$ cat config.mk
export PLATFORM = sky130hd
export DESIGN_NAME = matmul_feeder
export DESIGN_NICKNAME = d
export VERILOG_FILES = /design/src/rtl/matmul_feeder.sv
export SDC_FILE = /design/constraint.sdc
export NUM_CORES = 1
export LEC_CHECK = 0
export CORE_MARGIN = 2
export CORE_UTILIZATION = 45
export CTS_BUF_LIST = sky130_fd_sc_hd__clkbuf_16
export CTS_CLUSTER_SIZE = 20
export DETAILED_ROUTE_END_ITERATION = 12
export HOLD_SLACK_MARGIN = 0.12
export PLACE_DENSITY = 0.75
export SLEW_MARGIN = 20
export SYNTH_ARGS = -nofsm -noshare
export SYNTH_HDL_FRONTEND = slang
export SYNTH_SLANG_ARGS = --single-unit
$ cat constraint.sdc
create_clock -name clk -period 2.15 [get_ports clk]
set_clock_uncertainty 0.05 [all_clocks]
set_input_delay 0.43 -clock clk [delete_from_list [all_inputs] [get_ports clk]]
set_output_delay 0.43 -clock clk [all_outputs]
set_load 0.01 [all_outputs]
$ cat src/rtl/matmul_feeder.sv
// matmul_feeder
//   Collects fp16 words from a single input stream and presents them to a
//   downstream 4x4 matrix-vector unit. Matrix words fill a 16-entry shadow
//   buffer. When the 16th word arrives, the whole shadow is committed to a.
//   Vertex words fill a 4-entry buffer. A complete vertex is loaded into b
//   together with a one-cycle issue pulse, but only once a matrix has been
//   committed. out_valid replays issue after MM_LATENCY cycles.
//   A new matrix word is held off (in_ready low) while any product is in
//   flight, so a is never modified under an active multiply.
//
// Parameters
//   MM_LATENCY  cycles from issue to the matching downstream result
//
// Ports
//   clk         clock, rising edge
//   rst         synchronous active-high reset
//   in_data     fp16 word (matrix coefficient or vertex component)
//   in_mat      1 = matrix word, 0 = vertex word
//   in_valid    word present
//   in_ready    word accepted when in_valid && in_ready
//   a           committed 4x4 matrix, element k at [16k+15:16k]
//   b           current vertex, component j at [16j+15:16j]
//   issue       pulse in the cycle b takes a new vertex
//   out_valid   issue delayed by MM_LATENCY cycles
//   mat_loaded  a holds a complete matrix
//   err         sticky protocol error (cleared only by reset)
//
// Configuration macro
//   MATMUL_FEEDER_TRANSPOSE_EN  defined: matrix words arrive column-major
//                               undefined: matrix words arrive row-major

module matmul_feeder #(
  parameter int MM_LATENCY = 4
) (
  input  logic         clk,
  input  logic         rst,
  input  logic [15:0]  in_data,
  input  logic         in_mat,
  input  logic         in_valid,
  output logic         in_ready,
  output logic [255:0] a,
  output logic [63:0]  b,
  output logic         issue,
  output logic         out_valid,
  output logic         mat_loaded,
  output logic         err
);

  logic [15:0]           shadow_reg [16];
  logic [15:0]           vtx_reg [4];
  logic [3:0]            mat_idx_reg;
  logic [1:0]            vtx_idx_reg;
  logic [MM_LATENCY-1:0] inflight_reg;

  logic       busy;
  logic       accept;
  logic [3:0] widx;
  logic [255:0] a_next;

  assign busy     = (|inflight_reg) | issue;
  // Held high through reset so upstream never sees a stall from stale state.
  assign in_ready = rst | ~(in_mat & busy);
  assign accept   = in_valid & in_ready;
  assign out_valid = inflight_reg[MM_LATENCY-1];

`ifdef MATMUL_FEEDER_TRANSPOSE_EN
  // Word n lands at element 4*(n%4) + n/4: swap the two index halves.
  assign widx = {mat_idx_reg[1:0], mat_idx_reg[3:2]};
`else
  assign widx = mat_idx_reg;
`endif

  // Commit image: the shadow with the word being written this cycle merged
  // in, so the final word reaches a on the same edge as the others.
  generate
    for (genvar gi = 0; gi < 16; gi++) begin : g_commit
      assign a_next[16*gi +: 16] = (widx == 4'(gi)) ? in_data : shadow_reg[gi];
    end
  endgenerate

  always_ff @(posedge clk) begin
    if (rst) begin
      a            <= '0;
      b            <= '0;
      issue        <= 1'b0;
      mat_loaded   <= 1'b0;
      err          <= 1'b0;
      mat_idx_reg  <= '0;
      vtx_idx_reg  <= '0;
      inflight_reg <= '0;
      for (int k = 0; k < 16; k++) shadow_reg[k] <= '0;
      for (int k = 0; k < 4; k++)  vtx_reg[k]    <= '0;
    end else begin
      issue <= 1'b0;
      for (int i = MM_LATENCY - 1; i > 0; i--) inflight_reg[i] <= inflight_reg[i-1];
      inflight_reg[0] <= issue;

      if (accept && in_mat) begin
        shadow_reg[widx] <= in_data;
        mat_idx_reg      <= mat_idx_reg + 4'd1;
        if (mat_idx_reg == 4'd15) begin
          a          <= a_next;
          mat_loaded <= 1'b1;
        end
        // A matrix word in the middle of a vertex abandons that vertex.
        if (vtx_idx_reg != 2'd0) begin
          vtx_idx_reg <= '0;
          err         <= 1'b1;
        end
      end else if (accept) begin
        vtx_reg[vtx_idx_reg] <= in_data;
        vtx_idx_reg          <= vtx_idx_reg + 2'd1;
        if (vtx_idx_reg == 2'd3) begin
          if (mat_loaded) begin
            b     <= {in_data, vtx_reg[2], vtx_reg[1], vtx_reg[0]};
            issue <= 1'b1;
          end else begin
            err <= 1'b1;
          end
        end
      end
    end
  end

endmodule

==> impl_summary.txt, run 1 <==
----------------------------------------------------
[Critical path]
  Cell with the largest stage delay on the worst path ... sky130_fd_sc_hd__clkdlybuf4s50_1
  Kind of critical path ... reg -> out
  Highest net fanout along the worst path ... 2
  Critical Path End Type ... output pin
  Top cell family by delay on the critical path ... buffers and inverters
  Worst reg2reg path startpoint ... inflight_reg[1]
  Number of cell instances on the worst register-to-register path ... 7
  Crit path launch type ... flop
  Crit-path cells ... clkdlybuf4s50_1
  Worst endpoint data arrival time ... roughly 1.6 ns
  WP data required ... 1.67 ns
  Highest cell delay on the worst timing path ... just under 0.6 ns
  Setup slack on the worst flop-to-flop path ... approximately 0.19 ns
  RR Endpoint ... shadow_reg[12][11]
  Combined buffer and inverter count along the critical path ... 1

[Clock network]
  TritonCTS Buffers ... between 60 and 70
  Clock tree from TritonCTS ... yes
  Number of H-tree levels ... 3
  Number of buffers on the longest clock path ... 3
  Clock Sink Count ... about 620
  Clock root buffer master ... sky130_fd_sc_hd__clkbuf_16
  Clock-pin slew on the worst setup and hold paths ... roughly 0.06 ns
  Later-pin clock latency in the skew report ... roughly 0.6 ns

[Power]
  Worst IR Drop VDD ... around 0.0006 V
  Cell area power density ... slightly below 800 mW/mm²
  Power Total ... roughly 25 mW
  Static leakage ... approximately 11 nW

[Timing]
  Highest attainable clock frequency ... 478 MHz
  Setup Viol. Count Final ... 0
  Number of pins exceeding their max-slew limit in the final report ... 0
  Minimum period implied by the final worst setup slack ... between 2 and 2.5 ns
  Tightest Pin Transition ... 1.01 ns
  Share of the clock period used by the worst path ... 0.973
  Endpoints failing hold ... 0
  Worst max-slew margin expressed relative to the limit ... 0.327
  Worst-case setup margin in the final layout ... 0.0581 ns
  RSZ-0062 raised after global routing ... false

[Drt]
  DR pass1 iterations ... 5
  Iteration-0 DRC Markers ... 1027
  Total via count after detailed routing ... between 15000 and 20000
  Total wire length ... around 64000 µm
  Per-cell via count in the routed design ... roughly 4.9
  Post-route DRC ... 0
  Post-DRT Antenna Nets ... 0
  Average wire length per cell after detail routing ... slightly below 20 µm

[Placed design]
  HPWL after detailed placement ... between 40000 and 50000 µm
  Global placement routability congestion ... around 0.83
  Placement Setup Slack ... -0.334 ns
  Area after detailed placement ... 0.0300 mm²
  Port Buf Inserts ... approximately 340

[Floorplan]
  Die Wd ... between 200 and 250 µm
  DIE AREA ... 0.0582 mm²
  Placeable core region ... between 0.05 and 0.06 mm²
  Die Y ... between 200 and 250 µm
  Total I/O pin count ... around 350
  Effective utilization at floorplan ... 0.457
  Site row count ... between 80 and 90

[Run status]
  Status ... finished, final reports clean

[Worst hold path]
  Worst min-delay path endpoint ... b[6]
  Class of the tightest hold or removal check ... in -> reg
  Instance count along the most critical hold path ... 3
  Worst hold path startpoint ... rst

[Yosys]
  Count of flip-flops with a built-in enable after synthesis ... around 290
  Mean instance size in the synthesized netlist ... between 10 and 15 µm²
  Cell types with the largest area share after synthesis ... sky130_fd_sc_hd__edfxtp_1 (34%), sky130_fd_sc_hd__dfxtp_1 (26%), sky130_fd_sc_hd__nand2b_1 (13%)
  Share of the synthesized area in the top cell type ... 0.341
  Number of nets in the synthesized netlist ... between 2000 and 2500
  Instance count of the mapped netlist ... roughly 2100
  Area leader, netlist ... sky130_fd_sc_hd__edfxtp_1
  Commonest cells post-synth ... sky130_fd_sc_hd__nand2b_1 (513), sky130_fd_sc_hd__dfxtp_1 (333), sky130_fd_sc_hd__and2_1 (288), sky130_fd_sc_hd__edfxtp_1 (288), sky130_fd_sc_hd__mux2i_1 (257)
  Count of distinct cell types in the synthesized netlist ... 39
  Summed instance area of the synthesized netlist ... roughly 0.025 mm²
  Warning count from the yosys run ... 0
  Prevailing post-synth register cell ... sky130_fd_sc_hd__dfxtp_1
  Portion of the post-synthesis area used by sequential elements ... 0.604
  Number of flip-flops and latches in the synthesized netlist ... slightly above 600
  Cell with the most instances after synthesis ... sky130_fd_sc_hd__nand2b_1
  Fraction of registers with async set/reset ... 0

[Global route]
  Global Route Usage Sum ... 0.219
  Vias in the first global route ... about 16000
  Maximum number of pins on one net before global-route repair ... 305
  Antenna violations before repair ... 6
  Wire length of the first global-routing pass ... around 95000 µm
  Total overflow reported by the global router ... 0

[Finish]
  Number of filler cells placed in the layout ... 4448
  Area Overhead vs Synth ... 27.1%
  Final Net Count ... around 2500
  Ratio of cells with drive above 1 in the final layout ... 0.0935
  Final Core Density ... 0.581
  Number of flip-flops in the largest register ... 256
  Finished Cell Area ... 0.0322 mm²

[Flow run]
  MaxCap Viol Count ... 0

----------------------------------------------------
[timing repair]
action	CTS	global route
gates resized for setup	5	2
hold buffers	0	0
endpoints found under the setup margin	2	2
buffers inserted	0	2
hold endpoints to repair	0	0
[cell type report]
cell class | instances | area (µm²) | share of cell area
inverter | 6 | 22.5 | 0.000699
tap | 748 | 936 | 0.0291
clock inverter | 53 | 372 | 0.0115
antenna | 3 | 7.51 | 0.000233
clock buffer | 71 | 1780 | 0.0552
sequential | 621 | 15300 | 0.475
timing repair buffer | 439 | 4630 | 0.144
multi-input combinational | 1346 | 9150 | 0.284
[cells in the final DEF, fill, tap and decap left out, types with 7 or more instances in the layout]
cell type | Yosys | layout
sky130_fd_sc_hd__inv_2 | 2 | 7
sky130_fd_sc_hd__a21oi_1 | 66 | 66
sky130_fd_sc_hd__and2_1 | 288 | 288
sky130_fd_sc_hd__nand2_1 | 138 | 138
sky130_fd_sc_hd__dfxtp_1 | 333 | 333
sky130_fd_sc_hd__nand2b_1 | 513 | 513
sky130_fd_sc_hd__mux2i_1 | 257 | 257
sky130_fd_sc_hd__nor2_2 | 9 | 9
sky130_fd_sc_hd__buf_4 | 6 | 55
sky130_fd_sc_hd__clkbuf_16 | 0 | 71
sky130_fd_sc_hd__nor2_1 | 7 | 7
sky130_fd_sc_hd__inv_1 | 4 | 23
sky130_fd_sc_hd__buf_12 | 0 | 40
sky130_fd_sc_hd__or2_1 | 16 | 12
sky130_fd_sc_hd__clkinv_1 | 0 | 9
sky130_fd_sc_hd__edfxtp_1 | 288 | 288
sky130_fd_sc_hd__buf_2 | 27 | 7
sky130_fd_sc_hd__clkdlybuf4s50_1 | 0 | 334
[cells by family (layout without fill, tap and decap cells)]
kind of cell | Yosys count | count (layout) | share of synthesized area
compound gates | 73 | 73 | 0.0152
other cells | 0 | 3 | 0
simple gates | 1007 | 1007 | 0.240
flops | 621 | 621 | 0.604
mux | 257 | 257 | 0.102
fa+ha+maj | 6 | 6 | 0.00296
buf+inv | 168 | 569 | 0.0351
xor+xnor | 3 | 3 | 0.00104
[power by group]
| group | internal, mW | total (mW) | switching [mW] |
|---|---|---|---|
| logic | 0.380 | 0.955 | 0.575 |
| clock network | 6.48 | 11.2 | 4.74 |
| registers | 12.6 | 12.6 | 0.0724 |
[worst max-delay path by stage]
stage	startpoint	endpoint	slack, ns	depth (start not counted)
after detailed placement	in_mat	shadow_reg[7][5]	-0.33	6
final	a[43]	a[43]	0.06	1
after global routing	a[7]	a[7]	0.01	1
after global placement	in_mat	shadow_reg[11][1]	-0.31	6
after floorplan	rst	shadow_reg[10][0]	0.006	5
after CTS	inflight_reg[1]	in_ready	0.002	5
[layer usage]
layer,track usage,vias up,part of all wire
met5,0,-,0
met4,0.0836,0,0.030
met3,0.0493,101,0.067
met2,0.367,419,0.49
met1,0.276,7824,0.41
li1,-,7723,-
[stage by stage]
step,std cells,hold WS (ns),TNS [ns]
2_1_floorplan,2135,0.408,0
3_3_place_gp,3158,0.393,-117.28
3_5_place_dp,3158,0.399,-157.57
4_1_cts,3282,0.220,0
5_1_grt,3284,0.267,0
6_report,3287,0.254,0
No activity file was read; power rests on OpenSTA's default activity.
==> run 2: changes to the inputs <==
==> config.mk (replaced) <==
export PLATFORM = sky130hd
export DESIGN_NAME = matmul_feeder
export DESIGN_NICKNAME = d
export VERILOG_FILES = /design/src/rtl/matmul_feeder.sv
export SDC_FILE = /design/constraint.sdc
export NUM_CORES = 1
export LEC_CHECK = 0
export CELL_PAD_IN_SITES_DETAIL_PLACEMENT = 1
export CELL_PAD_IN_SITES_GLOBAL_PLACEMENT = 1
export CORE_MARGIN = 2
export CORE_UTILIZATION = 40
export CTS_BUF_LIST = sky130_fd_sc_hd__clkbuf_16
export CTS_CLUSTER_SIZE = 20
export DETAILED_ROUTE_END_ITERATION = 12
export HOLD_SLACK_MARGIN = 0.12
export PLACE_DENSITY = 0.81
export SLEW_MARGIN = 10
export SYNTH_ARGS = -nofsm -noshare
export SYNTH_HDL_FRONTEND = slang
export SYNTH_SLANG_ARGS = --single-unit
==> run 2 against run 1 <==
Non-clock buffer count grew 10; register-to-register slack lost 0.07 ns; combinational power rose by 5%; sequential cell count unchanged; maximum frequency increased by 0.31%; highest routed layer unchanged; routed wire length rose by 17%.
==> impl_summary.txt, run 2 (synthesis gave the netlist of run 1 again) <==
----------------------------------------------------
[Run status]
  Status ... finished, final reports clean

[Drt]
  Iteration-0 DRC Markers ... 946 (-7.9%)
  Met3 routed WL ... 4310 µm (+0.30%)
  Highest metal layer used by the detailed router ... met4
  DR WL met2 ... 38400 µm (+22%)
  Post-route DRC ... 0 (unchanged)
  Total wire length ... 75200 µm (+17%)
  Post-DRT Antenna Nets ... 0 (unchanged)
  Met1 wire length ... 30500 µm (+15%)
  DR pass1 iterations ... 5 (unchanged)
  Average wire length per cell after detail routing ... 22.1 µm (+13%)
  Per-cell via count in the routed design ... 4.91 (+0.35%)
  Total via count after detailed routing ... 16673 (+3.8%)

[Floorplan]
  Site row count ... 92 (+7.0%)
  Placeable core region ... 0.0629 mm² (+13%)
  Effective utilization at floorplan ... 0.403 (-0.0541)
  Die Y ... 256 µm (+6.0%)
  DIE AREA ... 0.0654 mm² (+12%)
  Total I/O pin count ... 345 (unchanged)
  Die Wd ... 256 µm (+6.0%)

[Finish]
  Ratio of cells with drive above 1 in the final layout ... 0.0997 (+0.00623)
  Most common library cell in the layout ignoring fill and taps ... sky130_fd_sc_hd__nand2b_1
  Area Overhead vs Synth ... 27.8%
  Top library cells by usage in the layout, fill and taps aside ... sky130_fd_sc_hd__nand2b_1 (513), sky130_fd_sc_hd__dfxtp_1 (333), sky130_fd_sc_hd__clkdlybuf4s50_1 (326)
  Number of flip-flops in the largest register ... 256 (unchanged)
  Number of filler cells placed in the layout ... 6585 (+48%)
  Final Net Count ... 2518 (+0.44%)

[Timing]
  Number of pins exceeding their max-slew limit in the final report ... 0 (unchanged)
  Worst max-slew margin expressed relative to the limit ... 0.487 (+0.160)
  Minimum period implied by the final worst setup slack ... 2.09 ns (-0.00641 ns)
  Highest attainable clock frequency ... 479 MHz (+0.31%)
  Worst-case setup margin in the final layout ... 0.0645 ns (+0.00641 ns)
  Tightest Pin Transition ... 0.770 ns (-0.240 ns)
  RSZ-0062 raised after global routing ... false
  Endpoints failing hold ... 0 (unchanged)
  Share of the clock period used by the worst path ... 0.970 (-0.00298)
  Setup Viol. Count Final ... 0 (unchanged)

[Global route]
  Total overflow reported by the global router ... 0 (unchanged)
  Wire length of the first global-routing pass ... 112000 µm (+18%)
  Antenna violations before repair ... 9 (+3)
  Vias in the first global route ... 18064 (+11%)
  Global Route Usage Sum ... 0.226 (+0.00790)
  Maximum number of pins on one net before global-route repair ... 187 (-39%)

[Critical path]
  Critical Path End Type ... output pin
  Crit-path cells ... clkdlybuf4s50_1
  Kind of critical path ... reg -> out
  Top cell family by delay on the critical path ... buffers and inverters
  Highest cell delay on the worst timing path ... 0.60 ns (+0.02 ns)
  Combined buffer and inverter count along the critical path ... 1 (unchanged)
  Highest net fanout along the worst path ... 2 (unchanged)
  Crit path launch type ... flop
  WP data required ... 1.67 ns (about the same)
  Setup slack on the worst flop-to-flop path ... 0.12 ns (-0.07 ns)
  Worst endpoint data arrival time ... 1.61 ns (about the same)
  Cell with the largest stage delay on the worst path ... sky130_fd_sc_hd__clkdlybuf4s50_1

[Clock network]
  Number of buffers on the longest clock path ... 3 (unchanged)
  Clock tree from TritonCTS ... yes
  Clock Sink Count ... 621 (unchanged)
  Hold_buf cts ... 0 (unchanged)
  Clock-pin slew on the worst setup and hold paths ... 0.06 ns (about the same)
  TritonCTS Buffers ... 68 (+1.5%)
  Later-pin clock latency in the skew report ... 0.62 ns (about the same)
  Clock root buffer master ... sky130_fd_sc_hd__clkbuf_16
  Number of H-tree levels ... 3 (unchanged)

[Placed design]
  Placement Setup Slack ... -0.319 ns (+0.0147 ns)
  Global placement routability congestion ... 0.786 (-5.3%)
  HPWL after detailed placement ... 48600 µm (+19%)
  Port Buf Inserts ... 344 (unchanged)

[Power]
  Static leakage ... 11.3 nW (+0.34%)
  Worst IR Drop VDD ... 0.000661 V (+8.4%)
  Power Total ... 25.0 mW (+0.64%)
  Cell area power density ... 771 mW/mm² (+0.10%)

[Flow run]
  MaxCap Viol Count ... 0 (unchanged)

[Worst hold path]
  Class of the tightest hold or removal check ... in -> reg

----------------------------------------------------
==> run 2: changes by cell type in the layout (fill, tap and decap cells not counted), sizes merged, moves of 2 or more <==
cell,previous run,this run
inv,35,27
buf,103,120
clkdlybuf4s50,334,326
diode,3,5
clkbuf,71,74
clkinv,20,29
==> run 2: timing repair <==
item / in CTS / in global routing
resized for setup: 4 / 2
buffers inserted: 2 / 1
endpoints found under the setup margin: 3 / 6
pin swaps: 2 / 2
==> run 2: report_power, final <==
part / internal, mW / switching (mW)
clock network: 6.50 / 4.82
logic: 0.377 / 0.626
registers: 12.6 / 0.0814
total: 19.4 / 5.53
==> run 2: worst paths after layout <==
kind                        start      to  depth (start not counted)
hold / removal        in_data[13]   b[61]                          3
setup reg to reg  inflight_reg[3]  a[118]                          8
hold reg to reg             b[55]   b[55]                          2
setup / recovery            a[71]   a[71]                          1
==> run 2: layout make-up <==
class                   count  area (µm²)  share of cell area
well taps                 846        1060              0.0327
diodes                      5        12.5            0.000386
inverters                   6        22.5            0.000695
clock inverters            53         337              0.0104
multi-input cells        1346        9150               0.283
repair buffers            449        4660               0.144
clock buffers              73        1830              0.0564
flip-flops and latches    621       15300               0.473
==> run 2: per-stage QoR <==
| stage | area [µm²] | TNS [ns] | util | hold WS [ns] | instances |
|---|---|---|---|---|---|
| floorplan | 25300 | 0 | - | 0.408 | 2135 |
| global placement | 30200 | -153.09 | 0.480 | 0.395 | 3265 |
| detailed placement | 30200 | -157.02 | 0.480 | 0.402 | 3265 |
| CTS | 32400 | 0 | 0.515 | 0.254 | 3393 |
| global route | 32400 | 0 | 0.515 | 0.267 | 3394 |
| finish | 32400 | 0 | 0.515 | 0.277 | 3399 |
==> run 2: layer usage <==
| layer | GRT usage | vias up |
|---|---|---|
| li1 | - | 7741 |
| met1 | 0.270 | 8390 |
| met2 | 0.407 | 435 |
| met3 | 0.0450 | 107 |
| met4 | 0.0757 | 0 |
| met5 | 0 | - |
==> run 3: changes to the inputs <==
--- a/config.mk
+++ b/config.mk
@@ -8,12 +8,12 @@
 export CELL_PAD_IN_SITES_DETAIL_PLACEMENT = 1
 export CELL_PAD_IN_SITES_GLOBAL_PLACEMENT = 1
 export CORE_MARGIN = 2
-export CORE_UTILIZATION = 40
+export CORE_UTILIZATION = 44
 export CTS_BUF_LIST = sky130_fd_sc_hd__clkbuf_16
 export CTS_CLUSTER_SIZE = 20
 export DETAILED_ROUTE_END_ITERATION = 12
 export HOLD_SLACK_MARGIN = 0.12
-export PLACE_DENSITY = 0.81
+export PLACE_DENSITY = 0.85
 export SLEW_MARGIN = 10
 export SYNTH_ARGS = -nofsm -noshare
 export SYNTH_HDL_FRONTEND = slang
==> constraint.sdc (replaced) <==
create_clock -name clk -period 2.3 [get_ports clk]
set_clock_uncertainty 0.05 [all_clocks]
set_input_delay 0.46 -clock clk [delete_from_list [all_inputs] [get_ports clk]]
set_output_delay 0.46 -clock clk [all_outputs]
set_load 0.01 [all_outputs]
==> run 3 against run 2 <==
Via count hardly changed; first-iteration DRC count is 4.8% higher; setup slack improved by 0.037 ns; sequential power decreased by 6%; power decreased by 6.5%; cell area shrank 0.74%; die area fell by 9.0%; critical path type is now in -> out; largest power group unchanged; highest routed layer unchanged.
==> impl_summary.txt, run 3 (synthesis gave the netlist of run 1 again) <==
----------------------------------------------------
[Critical path]
  Source of the critical timing path ... in_mat
  Highest net fanout along the worst path ... 5 (+3)
  Worst endpoint data arrival time ... 1.69 ns (+0.08 ns)
  Critical Path End Type ... output pin
  Kind of critical path ... in -> out
  Cell with the largest stage delay on the worst path ... sky130_fd_sc_hd__clkdlybuf4s50_1
  Highest cell delay on the worst timing path ... 0.47 ns (-0.13 ns)
  Worst reg2reg path startpoint ... inflight_reg[1]
  Top cell family by delay on the critical path ... buffers and inverters
  Crit path launch type ... primary input
  Crit-path cells ... clkdlybuf4s50_1 -> and2b_2 -> nand2_1 -> dlygate4sd2_1
  WP data required ... 1.79 ns (+0.12 ns)
  Combined buffer and inverter count along the critical path ... 2 (+1)

[Power]
  Part of the total power dissipated in the clock network ... 0.455 (about the same)
  Switching share of power ... 0.221 (about the same)
  Portion of total power attributed to sequential cells ... 0.506 (about the same)
  Net switching power ... 5.16 mW (-6.6%)
  Worst IR Drop VDD ... 0.000479 V (-28%)
  Logic gate share of total power ... 0.039 (about the same)
  Cell area power density ... 726 mW/mm² (-5.8%)
  Static leakage ... 11.2 nW (-0.93%)
  Int Power ... 18.2 mW (-6.5%)

[Clock network]
  Clock-pin slew on the worst setup and hold paths ... 0.06 ns (about the same)
  Later-pin clock latency in the skew report ... 0.61 ns (about the same)
  Clock Sink Count ... 621 (unchanged)
  Post-CTS resize count ... 1 (-3)
  Clock root buffer master ... sky130_fd_sc_hd__clkbuf_16
  Number of buffers on the longest clock path ... 3 (unchanged)
  Post CTS Setup Buffer Count ... 0 (-2)
  Number of H-tree levels ... 3 (unchanged)
  Clock tree from TritonCTS ... yes
  Hold_buf cts ... 0 (unchanged)
  TritonCTS Buffers ... 67 (-1.5%)

[Worst hold path]
  Worst hold path startpoint ... rst
  Class of the tightest hold or removal check ... in -> reg

[Drt]
  Total via count after detailed routing ... 16678 (+0.030%)
  Total wire length ... 74600 µm (-0.75%)
  DR pass1 iterations ... 4 (-1)
  Per-cell via count in the routed design ... 5.07 (+3.3%)
  Post-route DRC ... 0 (unchanged)
  Average wire length per cell after detail routing ... 22.7 µm (+2.5%)
  Post-DRT Antenna Nets ... 0 (unchanged)
  Iteration-0 DRC Markers ... 991 (+4.8%)

[Timing]
  Tightest Pin Transition ... 0.890 ns (+0.121 ns)
  Smallest hold slack ... 0.334 ns (+0.0575 ns)
  Worst max-slew margin expressed relative to the limit ... 0.407 (-0.0804)
  RSZ-0062 raised after global routing ... false
  Highest attainable clock frequency ... ~450 MHz
  Minimum period implied by the final worst setup slack ... 2.20 ns
  Share of the clock period used by the worst path ... 0.956
  Number of pins exceeding their max-slew limit in the final report ... 0 (unchanged)
  Endpoints failing hold ... 0 (unchanged)
  Setup Viol. Count Final ... 0 (unchanged)

[Placed design]
  Global placement routability congestion ... 0.802 (+2.0%)
  Placed cell count ... 3166 (-3.0%)
  HPWL after detailed placement ... 46300 µm (-4.8%)
  Port Buf Inserts ... 344 (unchanged)
  Area after detailed placement ... 0.0300 mm² (-0.63%)

[Flow run]
  MaxCap Viol Count ... 0 (unchanged)

[Floorplan]
  Die Wd ... 244 µm (-4.6%)
  Site row count ... 87 (-5.4%)
  Effective utilization at floorplan ... 0.447 (+0.0436)
  DIE AREA ... 0.0595 mm² (-9.0%)
  Placeable core region ... 0.0567 mm² (-9.8%)
  Die Y ... 244 µm (-4.6%)
  Total I/O pin count ... 345 (unchanged)

[Finish]
  Ratio of cells with drive above 1 in the final layout ... 0.0900 (-0.00971)
  Final Core Density ... 0.567 (+0.0515)
  Most common library cell in the layout ignoring fill and taps ... sky130_fd_sc_hd__nand2b_1
  Area Overhead vs Synth ... 26.9%
  Number of flip-flops in the largest register ... 256 (unchanged)
  Number of filler cells placed in the layout ... 5667 (-14%)
  Finished Cell Area ... 0.0321 mm² (-0.74%)
  Top library cells by usage in the layout, fill and taps aside ... sky130_fd_sc_hd__nand2b_1 (513), sky130_fd_sc_hd__dfxtp_1 (333), sky130_fd_sc_hd__clkdlybuf4s50_1 (333)
  Number of antenna cells inserted ... 0 (-5)
  Final Net Count ... 2505 (-0.52%)
  Final cell count without fillers ... 3290 (-3.2%)

[Global route]
  Total overflow reported by the global router ... 0 (unchanged)
  Maximum number of pins on one net before global-route repair ... 218 (+17%)
  Antenna violations before repair ... 7 (-2)
  Vias in the first global route ... 18166 (+0.56%)
  Wire length of the first global-routing pass ... 112000 µm (-0.17%)
  Global Route Usage Sum ... 0.249 (+0.0229)

[Run status]
  Status ... finished, final reports clean

----------------------------------------------------
run 3: cell count changes in the layout (fill, tap and decap cells not counted), moves of 5 or more:
| cell | previous run | this run |
|---|---|---|
| sky130_fd_sc_hd__buf_4 | 65 | 55 |
| sky130_fd_sc_hd__buf_2 | 14 | 9 |
| sky130_fd_sc_hd__clkdlybuf4s50_1 | 326 | 333 |
| sky130_fd_sc_hd__diode_2 | 5 | 0 |
run 3: area by class of cell:
type,count,area (µm²),share of cell area
Clock buffer,70,1750,0.0545
Multi-Input combinational cell,1346,9140,0.284
Clock inverter,54,392,0.0122
Sequential cell,621,15300,0.476
Tap cell,756,946,0.0294
Timing Repair Buffer,437,4580,0.142
Inverter,6,22.5,0.000701
run 3: worst paths after layout:
check / to / slack (ns) / depth (start not counted)
worst max-delay path: in_ready / 0.10 / 4
worst min-delay path: mat_idx_reg[0] / 0.33 / 3
worst max register to register: a[69] / 0.34 / 7
worst min register to register: b[54] / 0.41 / 2
run 3: power by group through the flow:
stage	clock [mW]	combinational [mW]	sequential, mW
final	10.6	0.915	11.8
after global routing	11.2	0.973	11.8
after CTS	10.8	0.921	11.8
after detailed placement	0	0.914	12.0
after global placement	0	0.887	12.0
after floorplan	0	0.499	12.0
run 3: through the flow:
step / setup WS, ns / TNS (ns) / total power, mW
2_1_floorplan: 0.0720 / 0 / 12.5
3_3_place_gp: -0.124 / -34.20 / 12.9
3_5_place_dp: -0.211 / -38.75 / 13.0
4_1_cts: 0.0962 / 0 / 23.6
5_1_grt: 0.0866 / 0 / 24.0
6_report: 0.101 / 0 / 23.3
run 3: worst reg2reg max path, cell delays in order (launching register included):
cell                      delay, ns
sky130_fd_sc_hd__dfxtp_1       0.33
sky130_fd_sc_hd__nor3_2        0.20
sky130_fd_sc_hd__buf_4         0.25
sky130_fd_sc_hd__a21oi_2       0.12
sky130_fd_sc_hd__nor2_4        0.15
sky130_fd_sc_hd__buf_12        0.21
sky130_fd_sc_hd__buf_12        0.25
sky130_fd_sc_hd__mux2i_1       0.30
run 3: per-layer routing:
layer	track usage	part of all wire
met1	0.296	0.40
met2	0.441	0.51
met3	0.0523	0.057
met4	0.0981	0.034
met5	0	0
